==> config.mk <==
export PLATFORM = sky130hd
export DESIGN_NAME = jtag_ir_decode
export DESIGN_NICKNAME = d
export VERILOG_FILES = /design/src/rtl/jtag_ir_decode.sv
export SDC_FILE = /design/constraint.sdc
export NUM_CORES = 1
export LEC_CHECK = 0
export ABC_AREA = 1
export BUFFER_PORTS_ARGS = -buffer_cell sky130_fd_sc_hd__clkbuf_2
export CAP_MARGIN = 20
export CORE_UTILIZATION = 32
export DETAILED_ROUTE_END_ITERATION = 7
export SYNTH_ARGS = -nofsm -noshare
export SYNTH_HDL_FRONTEND = slang
export SYNTH_SLANG_ARGS = --single-unit
==> constraint.sdc <==
create_clock -name TCK -period 1.7 [get_ports TCK]
set_clock_uncertainty 0.05 [all_clocks]
set_input_delay 0.17 -clock TCK [delete_from_list [all_inputs] [get_ports TCK]]
set_output_delay 0.17 -clock TCK [all_outputs]
set_load 0.02 [all_outputs]
==> src/rtl/jtag_ir_decode.sv <==
// jtag_ir_decode: parametrised JTAG instruction register with capture/shift
// on the rising edge of TCK, update and TDO on the falling edge, shift-length
// checking and a one-hot instruction decode.
module jtag_ir_decode #(
  parameter int                  IR_WIDTH   = 4,
  parameter logic [IR_WIDTH-1:0] OP_BYPASS  = {IR_WIDTH{1'b1}},
  parameter logic [IR_WIDTH-1:0] OP_IDCODE  = IR_WIDTH'(1),
  parameter logic [IR_WIDTH-1:0] OP_SAMPLE  = IR_WIDTH'(2),
  parameter logic [IR_WIDTH-1:0] OP_EXTEST  = IR_WIDTH'(0),
  parameter logic [IR_WIDTH-1:0] OP_USER    = IR_WIDTH'(8),
  parameter logic [IR_WIDTH-1:0] RESET_OP   = OP_IDCODE,
  parameter bit                  STRICT_LEN = 1'b1
) (
  input  logic                TCK,
  input  logic                TRST,
  input  logic                TDI,
  input  logic                TLR,
  input  logic                CAPTURE_IR,
  input  logic                SHIFT_IR,
  input  logic                UPDATE_IR,
  input  logic [IR_WIDTH-3:0] STATUS_IN,
  output logic [IR_WIDTH-1:0] LATCH_IR,
  output logic                I_TDO,
  output logic                SEL_BYPASS,
  output logic                SEL_IDCODE,
  output logic                SEL_SAMPLE,
  output logic                SEL_EXTEST,
  output logic                SEL_USER,
  output logic                LEN_ERR
);

  // Counter is wide enough to hold IR_WIDTH+1, the "overlong shift" marker.
  localparam int               CNT_W    = $clog2(IR_WIDTH + 2);
  localparam logic [CNT_W-1:0] CNT_FULL = CNT_W'(IR_WIDTH);
  localparam logic [CNT_W-1:0] CNT_MAX  = CNT_W'(IR_WIDTH + 1);

  logic [IR_WIDTH-1:0] sr_q, sr_d;
  logic [CNT_W-1:0]    cnt_q, cnt_d;
  logic                tdo_q, tdo_d;
  logic [IR_WIDTH-1:0] latch_q, latch_d;
  logic                len_err_q, len_err_d;

  // Next shift-register and bit-count values: TLR > CAPTURE_IR > SHIFT_IR > hold.
  always_comb begin
    // NOTE: every output of this block gets a default first so no path leaves
    // it unassigned, which would otherwise infer a latch.
    sr_d  = sr_q;
    cnt_d = cnt_q;
    if (TLR) begin
      sr_d  = '0;
      cnt_d = '0;
    end else if (CAPTURE_IR) begin
      sr_d  = {STATUS_IN, 2'b01};
      cnt_d = '0;
    end else if (SHIFT_IR) begin
      sr_d = {TDI, sr_q[IR_WIDTH-1:1]};
      if (cnt_q != CNT_MAX) cnt_d = cnt_q + 1'b1;
    end
  end

  // Rising-edge state: shift register and bit counter.
  always_ff @(posedge TCK or posedge TRST) begin
    // NOTE: non-blocking assignments so every flop samples pre-edge values,
    // independent of statement order.
    if (TRST) begin
      sr_q  <= '0;
      cnt_q <= '0;
    end else begin
      sr_q  <= sr_d;
      cnt_q <= cnt_d;
    end
  end

  // Next instruction and length-error flag: TLR > UPDATE_IR > hold.
  always_comb begin
    tdo_d     = sr_q[0];
    latch_d   = latch_q;
    len_err_d = len_err_q;
    if (TLR) begin
      latch_d   = RESET_OP;
      len_err_d = 1'b0;
    end else if (UPDATE_IR) begin
      if (STRICT_LEN && (cnt_q != CNT_FULL)) begin
        // Short, overlong or empty shift: fall back to BYPASS and flag it.
        latch_d   = OP_BYPASS;
        len_err_d = 1'b1;
      end else begin
        latch_d   = sr_q;
        len_err_d = 1'b0;
      end
    end
  end

  // Falling-edge state: serial out, instruction latch and error flag.
  always_ff @(negedge TCK or posedge TRST) begin
    if (TRST) begin
      tdo_q     <= 1'b0;
      latch_q   <= RESET_OP;
      len_err_q <= 1'b0;
    end else begin
      tdo_q     <= tdo_d;
      latch_q   <= latch_d;
      len_err_q <= len_err_d;
    end
  end

  // One-hot decode of the latched instruction; unknown opcodes select BYPASS.
  always_comb begin
    SEL_BYPASS = 1'b0;
    SEL_IDCODE = 1'b0;
    SEL_SAMPLE = 1'b0;
    SEL_EXTEST = 1'b0;
    SEL_USER   = 1'b0;
    if      (latch_q == OP_BYPASS) SEL_BYPASS = 1'b1;
    else if (latch_q == OP_IDCODE) SEL_IDCODE = 1'b1;
    else if (latch_q == OP_SAMPLE) SEL_SAMPLE = 1'b1;
    else if (latch_q == OP_EXTEST) SEL_EXTEST = 1'b1;
    else if (latch_q == OP_USER)   SEL_USER   = 1'b1;
    else                           SEL_BYPASS = 1'b1;
  end

  assign LATCH_IR = latch_q;
  assign I_TDO    = tdo_q;
  assign LEN_ERR  = len_err_q;

endmodule

After elaboration in Yosys (flattened, before gate mapping). Cells that the tools add are included.

Add/subtract/negate cells: 1. Reduce and logical (&&, ||, !) cells: 5. Multiplexer cells: 32. Equal/unequal tests: 6.

Operator list (count): 2-to-1 mux 4 bit (6); 2-to-1 mux 1 bit (22); 2-to-1 mux 3 bit (4); == test 4 bit, second input constant (2); inequality test 3 bit, second input constant (2); nonzero test 3 bit (2); == test 4 x 1 -> 1 bit, second input constant (1); == test 4 x 2 -> 1 bit, second input constant (1); zero test 4 bit (1); adder 3 x 1 -> 3 bit, second input constant (1); AND reduction 2 bit (1); nonzero test 2 bit (1).

Output and inout port bits: 11. Flip-flop bits (word level): 13. Input bits: 9. Word-level logic and storage cells: 49.

Longest topological paths before layout.
Word-level depth: 6. Mapped depth: 7. Mapped depth without buffers: 7.

==> impl_results.md <==
- Status: complete, but fails checks
- Failing checks: hold timing, setup timing
- Leading cell type in the layout, fill and taps excluded: nand2_1
- Most frequent cells in the layout: nand2_1, buf_4, inv_2, clkbuf_2
- Actual slew at the worst max-slew pin: 0.3188 ns
- Synth Area in Simple Gates: between 30 and 40%
- Setup violations, final: 16
- Reg clk slew, reported paths: 0.08 ns
- Synth Area in Adders: under 10%
- Slack of the critical path: -0.6005 ns
- N_diodes: 0
- Maxcap violations: 0
- Boundary Pins: 20
- Clk sinks: 13
- Post-Syn Nets: between 100 and 150
- Gate Count Post-Synth: 96
- Crit path max-delay family: flip-flops
- Site Rows: 16
- Ys Warns: 0
- CTS tree: done
- CTS H-tree lvls: 1
- IO buf count: 19
- Clk Latency, worst-skew pair: roughly 0.27 ns
- Drc violations: 0
- Pins Over Slew Limit: 0
- Dpl ws: -0.2951 ns
- Post-route antenna net violation count: 0
- Share of the yosys chip area belonging to registers: a little under half
- Post-Syn Area per Cell: about 7.5 sq um
- Total track usage: about 16%
- Initial antenna violation count: 0
- WL per Instance: between 10 and 15 um
- Post-DP HPWL: about 1200 um
- WL met1: roughly 680 um
- Vias in the first global route: approximately 730
- WL final: ~1600 um
- Synth area leader: dfrtp_1
- Starting DRT DRC Count: 5
- Normalized max-slew margin: about four fifths
- DR vias/cell: around 4.5
- Compound-Gate Fraction of Synth Area: a little under a tenth
- Cell variety after synth: 19
- Starting Density: a little over a third
- Core Box Area: approximately 0.0020 sq mm
- Mapped cell area: 724.4 sq um
- CP arrival: about 2.1 ns
- RSZ-0062 raised after global routing: true
- Clock Path Buffers: 2
- Crit path kind: reg2out
- Die area: 0.002458 sq mm
- CTS Root Cell: clkbuf_4
- Main combinational cell family by area after synthesis: simple AND/OR/NAND/NOR gates
- PD cells: around 610 mW/mm^2
- Mux contribution to synthesized area: 0%
- CP Max Fanout: 3
- Total number of vias: 709
- Crit-path most repeated cell: inv_2
- Slowest CP cell: dfstp_2
- WP data required: approximately 1.5 ns
- Area share of the largest cell type after synthesis: between 20% and 30%
- First-pass DRT Iterations: 4
- RD Place Congestion: about 0.77
- Final-report hold violation count: 7
- Peak VDD IR: ~0.39 mV
- Die H: approximately 50 um
- WL met3: around 49 um
- First-pass GRT wire length: 2980 um
- Crit. End Element: output port
- P&R area growth vs syn: 60.62%
- Largest net degree at the start of global routing: 9
- CP Launch Type: register
- Final hold slack: -0.01097 ns
- Floorplan die width: about 50 um
- CP bufs+invs: 3
- GRT Residual Overflow: 0
- XOR/XNOR Fraction of Synth Area: 0%
- Final nets: between 100 and 150
- Total CTS buffers: 3
- Share of layout cells above drive strength 1: 50.76%
- Synth Register Bits: 13
- CP Cell Sequence: inv_2 -> nand2_4 -> o21ai_2 -> inv_2 -> clkbuf_8
- Leakage: 0.6096 nW
- Crit-path max cell delay: approximately 0.53 ns
- Top layer in use: met4
- Synth area leaders: dfrtp_1, dfrtn_1, nand2_1
- Hold WC Path Type: in2async
- Met2 routed WL: slightly below 900 um
[registers in the layout, indices dropped and copies added, names as in the netlist]
signal    cells
LATCH_IR      4
sr_q          4
cnt_q         3
I_TDO         1
LEN_ERR       1
[where the power goes]
part           internal [W]  switching, W  leakage [nW]  total, W
sequential         0.000326     0.0000128         0.169  0.000339
clock             0.0000879      0.000105        0.0245  0.000193
combinational     0.0000865     0.0000964         0.416  0.000183
total              0.000500      0.000214         0.610  0.000715
[what timing repair did]
action	CTS	global route
endpoints found under the setup margin	16	16
hold buffers	0	0
setup buffers	2	0
pin swaps	3	4
resized for setup	24	7
[layout make-up]
| class | count | area (sq um) |
|---|---|---|
| repair buffers | 33 | 295.3 |
| multi-input cells | 67 | 425.4 |
| clock inverters | 2 | 7.507 |
| clock buffers | 3 | 22.52 |
| fillers | 188 | 878.3 |
| inverters | 14 | 52.55 |
| well taps | 27 | 33.78 |
| flip-flops and latches | 13 | 326.6 |
[final timing paths]
check,start,to,depth (start not counted),slack (ns)
setup / recovery,LATCH_IR[0],SEL_BYPASS,5,-0.60
hold / removal,TRST,cnt_q[2],3,-0.01
setup reg to reg,cnt_q[1],LATCH_IR[1],5,-0.21
hold reg to reg,sr_q[3],sr_q[3],2,0.52
max in group asynchronous,TRST,LATCH_IR[0],2,0.80
min in group TCK,STATUS_IN[0],sr_q[2],5,0.13
[cells in the mapped netlist (all sizes together)]
cell and n:
o21ai 7, nand2 35, dfrtp 7, nand3 4
o21a 1, dfstp 1, nor3 3, a21oi 4
inv 15, nor2 10, buf 1, ha 3
dfrtn 5
[per-layer routing]
metal | GRT usage, % | up-vias
met5 | 0 | -
met3 | 3.704 | 2
met2 | 28.60 | 17
met4 | 5.714 | 0
met1 | 18.27 | 322
li1 | - | 368
[logic make-up after synthesis]
kind of cell	after synthesis
AOI/OAI and AO/OA	12
buffers and inverters	16
and+or+nand+nor	52
DFF	13
adders and majority gates	3
[worst min-delay path: cells and delay by family]
kind | cells | cell delay, ns
buf+inv | 3 | 0.49
[metrics by stage]
stage               util (%)  setup TNS, ns  std cells  instance area [sq um]   power, W
floorplan                  -         -2.372         96                  775.7  0.0004400
global placement       48.16         -2.539        153                  983.4  0.0004944
global route           56.99         -6.449        159                   1164  0.0007574
CTS                    56.19         -5.647        159                   1147  0.0007143
finish                 56.99         -5.525        159                   1164  0.0007146
detailed placement     48.16         -2.625        153                  983.4  0.0004960
(Power assumes the default switching activity.)
